$ cat src/rtl/sprite_pixel_pipe.sv
// rtl/sprite_pixel_pipe.sv - three-stage sprite hit/ROM/palette pixel pipeline with aligned sync delay
// Colour and hs/vs/blank advance together on pix_en so they stay aligned at the VGA pins.
`timescale 1ns/1ps
module sprite_pixel_pipe #(
  parameter int SPR_W  = 32,
  parameter int SPR_H  = 32,
  parameter int ADDR_W = 10
) (
  input  logic              Clk,
  input  logic              Reset_n,
  input  logic              pix_en,
  input  logic [9:0]        DrawX,
  input  logic [9:0]        DrawY,
  input  logic              hs_in,
  input  logic              vs_in,
  input  logic              blank_in,
  input  logic [9:0]        SprX,
  input  logic [9:0]        SprY,
  input  logic [11:0]       bg_rgb,
  output logic [ADDR_W-1:0] rom_addr,
  input  logic [3:0]        rom_data,
  input  logic              pal_we,
  input  logic [3:0]        pal_idx,
  input  logic [11:0]       pal_rgb,
  output logic [3:0]        Red,
  output logic [3:0]        Green,
  output logic [3:0]        Blue,
  output logic              hs_out,
  output logic              vs_out,
  output logic              blank_out
);

  localparam int          XW      = $clog2(SPR_W);
  localparam int          YW      = $clog2(SPR_H);
  localparam logic [10:0] SPR_W_L = 11'(SPR_W);
  localparam logic [10:0] SPR_H_L = 11'(SPR_H);

  logic        vs_q;
  logic [9:0]  spr_x_l;
  logic [9:0]  spr_y_l;

  logic [10:0]       dx;
  logic [10:0]       dy;
  logic              hit_next;
  logic [ADDR_W-1:0] addr_next;

  logic        hit1, hs1, vs1, blank1;
  logic [3:0]  idx2;
  logic        hit2, hs2, vs2, blank2;
  logic [11:0] rgb3;
  logic [11:0] pix_rgb;
  logic [11:0] pal [16];

  // Sprite position only moves on the vs falling edge, so a frame never tears.
  always_ff @(posedge Clk or negedge Reset_n) begin
    if (!Reset_n) begin
      vs_q    <= 1'b1;
      spr_x_l <= '0;
      spr_y_l <= '0;
    end else begin
      vs_q <= vs_in;
      if (vs_q && !vs_in) begin
        spr_x_l <= SprX;
        spr_y_l <= SprY;
      end
    end
  end

  assign dx        = {1'b0, DrawX} - {1'b0, spr_x_l};
  assign dy        = {1'b0, DrawY} - {1'b0, spr_y_l};
  assign hit_next  = !dx[10] && (dx < SPR_W_L) && !dy[10] && (dy < SPR_H_L);
  assign addr_next = ADDR_W'({dy[YW-1:0], dx[XW-1:0]});

  always_ff @(posedge Clk or negedge Reset_n) begin
    if (!Reset_n) begin
      rom_addr  <= '0;
      hit1      <= 1'b0;
      hs1       <= 1'b1;
      vs1       <= 1'b1;
      blank1    <= 1'b0;
      idx2      <= '0;
      hit2      <= 1'b0;
      hs2       <= 1'b1;
      vs2       <= 1'b1;
      blank2    <= 1'b0;
      rgb3      <= '0;
      hs_out    <= 1'b1;
      vs_out    <= 1'b1;
      blank_out <= 1'b0;
    end else if (pix_en) begin
      rom_addr  <= addr_next;
      hit1      <= hit_next;
      hs1       <= hs_in;
      vs1       <= vs_in;
      blank1    <= blank_in;
      idx2      <= rom_data;
      hit2      <= hit1;
      hs2       <= hs1;
      vs2       <= vs1;
      blank2    <= blank1;
      rgb3      <= pix_rgb;
      hs_out    <= hs2;
      vs_out    <= vs2;
      blank_out <= blank2;
    end
  end

  // Index 0 is transparent; blanking forces black regardless of the sprite.
  always_comb begin
    pix_rgb = bg_rgb;
    if (!blank2) begin
      pix_rgb = '0;
    end else if (hit2 && (idx2 != 4'd0)) begin
      pix_rgb = pal[idx2];
    end
  end

  // A write landing on the same edge as an S3 read is seen from the next pixel on.
  always_ff @(posedge Clk or negedge Reset_n) begin
    if (!Reset_n) begin
      for (int i = 0; i < 16; i++) begin
        pal[i] <= '0;
      end
    end else if (pal_we) begin
      pal[pal_idx] <= pal_rgb;
    end
  end

  assign Red   = rgb3[11:8];
  assign Green = rgb3[7:4];
  assign Blue  = rgb3[3:0];

endmodule

$ cat config.mk
export PLATFORM = sky130hd
export DESIGN_NAME = sprite_pixel_pipe
export DESIGN_NICKNAME = d
export VERILOG_FILES = /design/src/rtl/sprite_pixel_pipe.sv
export SDC_FILE = /design/constraint.sdc
export NUM_CORES = 1
export LEC_CHECK = 0
export ABC_AREA = 1
export BUFFER_PORTS_ARGS = -buffer_cell sky130_fd_sc_hd__buf_2
export CAP_MARGIN = 15
export CORE_ASPECT_RATIO = 0.7
export CORE_UTILIZATION = 48
export DETAILED_ROUTE_END_ITERATION = 10
export GPL_TIMING_DRIVEN = 0
export PLACE_DENSITY = 0.78
export SYNTH_ARGS = -nofsm -noshare
export SYNTH_HDL_FRONTEND = slang
export SYNTH_SLANG_ARGS = --single-unit
$ cat constraint.sdc
create_clock -name Clk -period 1.6 [get_ports Clk]
set_input_delay 0.08 -clock Clk [delete_from_list [all_inputs] [get_ports Clk]]
set_output_delay 0.08 -clock Clk [all_outputs]
set_load 0.02 [all_outputs]
==> summary.md <==
| Metric | Value |
|---|---|
| Outcome | `finished with violations` |
| Failing checks | `setup timing` |
| Net Count, Synth | `1596` |
| Vias in the first global route | `10830` |
| Largest net degree at the start of global routing | `116` |
| Die W | `191 um` |
| Total track usage | `30.8%` |
| Die footprint | `25500 sq um` |
| Yosys top cell area share | `50.1%` |
| Final worst slack | `-0.229 ns` |
| Worst r2r src | `idx2[0]` |
| Share of power burned in registers | `44.4%` |
| P_int | `12.4 mW` |
| Clock buffer count from CTS | `25` |
| Final setup viols | `13` |
| Vias per cell | `5.78` |
| Synth unique cells | `28` |
| Remaining Overflow, GRT | `0` |
| CP max stage cell | `dfrtp_1` |
| Slew HR | `52.5%` |
| Post-Synthesis Mean Instance Area | `7.99 sq um` |
| Mapped cell area | `11900 sq um` |
| IO buf count | `103` |
| Slew Limit Fails | `0` |
| Max Cap Viol | `0` |
| Post-Syn Instances | `1495` |
| Critical-path cell list | `buf_6, buf_12, buf_12, o211ai_1, nand3_1, nand3_2, nand2_1, nor2_2, o21ai_1` |
| Hold wc startpoint | `DrawX[4]` |
| Pre-antenna DRT Iters | `5` |
| Area added between synthesis and finish | `24.8%` |
| Share of layout cells above drive strength 1 | `18.1%` |
| Tightest hold margin | `0.0243 ns` |
| Synth Register Bits | `246` |
| Root Buffer | `clkbuf_16` |
| Top cells by area, synth | `dfrtp_1 50%, nand2_1 11%, o21ai_0 10%` |
| Static leakage | `7.15 nW` |
| Register area share after synthesis | `51.6%` |
| Worst hold path class | `input port to flop` |
| Synth area leader | `dfrtp_1` |
| DRC | `0` |
| Yosys warnings | `0` |
| Setup slack, reg-to-reg | `-0.23 ns` |
| Max Freq | `0.547 GHz` |
| Ratio of final minimum period to clock period | `114%` |
| CP delay by family, top | `buffers and inverters` |
| Tightest Pin Transition | `0.712 ns` |
| Hold path depth | `4` |
| RR Endpoint | `rgb3[3]` |
| Site row count | `47` |
| DP HPWL | `28000 um` |
| GP Congestion | `0.929` |
| Post-DRT Antenna Nets | `0` |
| Post-synth top flop | `dfrtp_1` |
| Asr flop ratio synth | `100%` |
| CP Buf/Inv Count | `3` |
| Number of synthesized flops with an enable pin | `0` |
| Psw | `5.74 mW` |
| Initial core utilization | `49.8%` |
| Antenna Cells | `0` |
| Io pins | `104` |
| R2R cell count | `9` |
| CP peak stage delay | `0.43 ns` |
| CTS tree | `built` |
| Fin nets | `1800` |
| Crit-path most repeated cell | `buf_12` |
| H-tree lvl count | `1` |
| Combinational power share | `23.4%` |
| Crit start category | `flop` |
| RSZ-0062 raised after global routing | `true` |
| CTS max path bufs | `3` |
| Most frequent cell after synthesis | `nand2_1` |
| Skew-Pair Late Insertion Delay | `0.53 ns` |
| Synth cell count leaders | `348 x nand2_1, 244 x o21ai_0, 239 x dfrtp_1` |
| First-pass GRT wire length | `60500 um` |
| Clock sink total | `246` |
| Critical Path AT | `2.23 ns` |
| CP Data Required Time | `2.00 ns` |
| Crit-path max FO | `8` |
| Clock power share | `32.1%` |
| Placed insts | `1918` |
| Minimum clock period | `1.83 ns` |
| DR vias | `11756` |
| Total core area | `24000 sq um` |
| 1st-iter DRT viols | `1591` |
| Switching Share | `31.6%` |
| Drt total wl | `39800 um` |
| Worst clock skew | `0.0200 ns` |
| VDD IR-drop max | `0.806 mV` |
| Layout Cells excl Fill | `2035` |
| CP Capture Type | `flop` |
| WS Path Type | `flop to flop` |
| Antenna violations before repair | `1` |
| Final Hold Violating Endpoints | `0` |
| Hold EP | `rom_addr[4]` |
| Wire length per cell | `19.5 um` |
| Pwr/cell area | `1220 nW/um^2` |
| Clock slew at reported path FFs | `0.06 ns` |
| Die extent in y | `134 um` |
==> registers in the layout (all words and copies together) (netlist names) <==
signal	flops
blank1	1
blank2	1
blank_out	1
hit1	1
hit2	1
hs1	1
hs2	1
hs_out	1
idx2	4
pal	188
rgb3	12
rom_addr	10
spr_x_l	10
spr_y_l	10
vs1	1
vs2	1
vs_out	1
vs_q	1
==> kinds of logic after synthesis <==
family | count (synthesis) | synth area share [%]
buffers and inverters | 225 | 7.90
and+or+nand+nor | 565 | 18.7
adders and majority gates | 22 | 2.43
AOI/OAI and AO/OA | 431 | 18.9
DFF | 246 | 51.6
xor gates and xnor gates | 4 | 0.293
muxes | 2 | 0.189
==> repair_timing <==
| action | CTS | global route |
|---|---|---|
| hold buffers | 55 | 0 |
| resized for setup | 35 | 128 |
| endpoints found under the setup margin | 21 | 17 |
| gates cloned | 2 | 0 |
| pin swaps | 26 | 42 |
| setup buffers | 7 | 9 |
| endpoints found under the hold margin | 277 | 0 |
==> layer usage <==
metal | global-route usage (%) | share of wire [%]
met4 | 7.20 | 2.8
met2 | 44.3 | 43
met3 | 7.72 | 12
met5 | 0 | 0.038
met1 | 46.5 | 43
==> worst reg2reg max path, stage by stage, from the launching register on <==
cell      delay [ns]
dfrtp_1         0.43
buf_6           0.18
buf_12          0.15
buf_12          0.14
o211ai_1        0.31
nand3_1         0.15
nand3_2         0.10
nand2_1         0.07
nor2_2          0.11
o21ai_1         0.07
==> through the flow <==
stage	area [sq um]	worst slack (ns)	utilization [%]	power, mW	TNS, ns
2_1_floorplan	12000	-0.0117	-	10.5	-0.0117
5_1_grt	14900	-0.323	62.1	19.0	-2.32
4_1_cts	14500	-0.187	60.5	17.8	-1.76
3_3_place_gp	12900	-3.94	53.7	11.6	-955.20
6_report	14900	-0.229	62.1	18.2	-1.54
3_5_place_dp	12900	-0.318	53.9	11.8	-3.14
==> layout by cell type, fill, tap and decap left out, drive strengths merged <==
| cell type | instances |
|---|---|
| nand4 | 6 |
| o22ai | 8 |
| a31oi | 1 |
| nand2 | 348 |
| bufinv | 1 |
| buf | 166 |
| nor2 | 163 |
| xnor2 | 2 |
| clkinv | 9 |
| mux2 | 2 |
| a22oi | 4 |
| fa | 2 |
| dfstp | 7 |
| xor2 | 2 |
| inv | 134 |
| clkbuf | 82 |
| o211ai | 24 |
| o21bai | 3 |
| dfrtp | 239 |
| dlygate4sd3 | 55 |
| a21o | 2 |
| ha | 20 |
| nand3 | 48 |
| o21ai | 267 |
| a21oi | 122 |
==> worst max path at each step <==
| stage | from | endpoint | slack, ns | cells past startpoint |
|---|---|---|---|---|
| final | idx2[0] | rgb3[3] | -0.23 | 9 |
| after global routing | spr_y_l[4] | hit1 | -0.32 | 14 |
| after CTS | idx2[0] | rgb3[3] | -0.19 | 9 |
| after detailed placement | idx2[2] | rgb3[1] | -0.32 | 8 |
| after global placement | Reset_n | spr_x_l[3] | -3.94 | 1 |
| after floorplan | spr_x_l[0] | hit1 | -0.01 | 11 |
==> final cells by class <==
type,count,area (sq um)
timing repair buffer,177,1290
sequential,246,6170
fill,2026,9090
clock inverter,10,78.8
buffer,91,574
clock buffer,35,733
inverter,134,508
multi-input combinational,1024,5150
tap,318,398
==> power by group through the flow <==
stage	Combinational (mW)	Sequential, mW	Clock (mW)
finish	4.26	8.08	5.85
global route	4.71	8.19	6.11
CTS	3.90	8.04	5.87
detailed placement	3.65	8.12	0
global placement	3.52	8.09	0
floorplan	2.36	8.10	0
(Power assumes the default switching activity.)
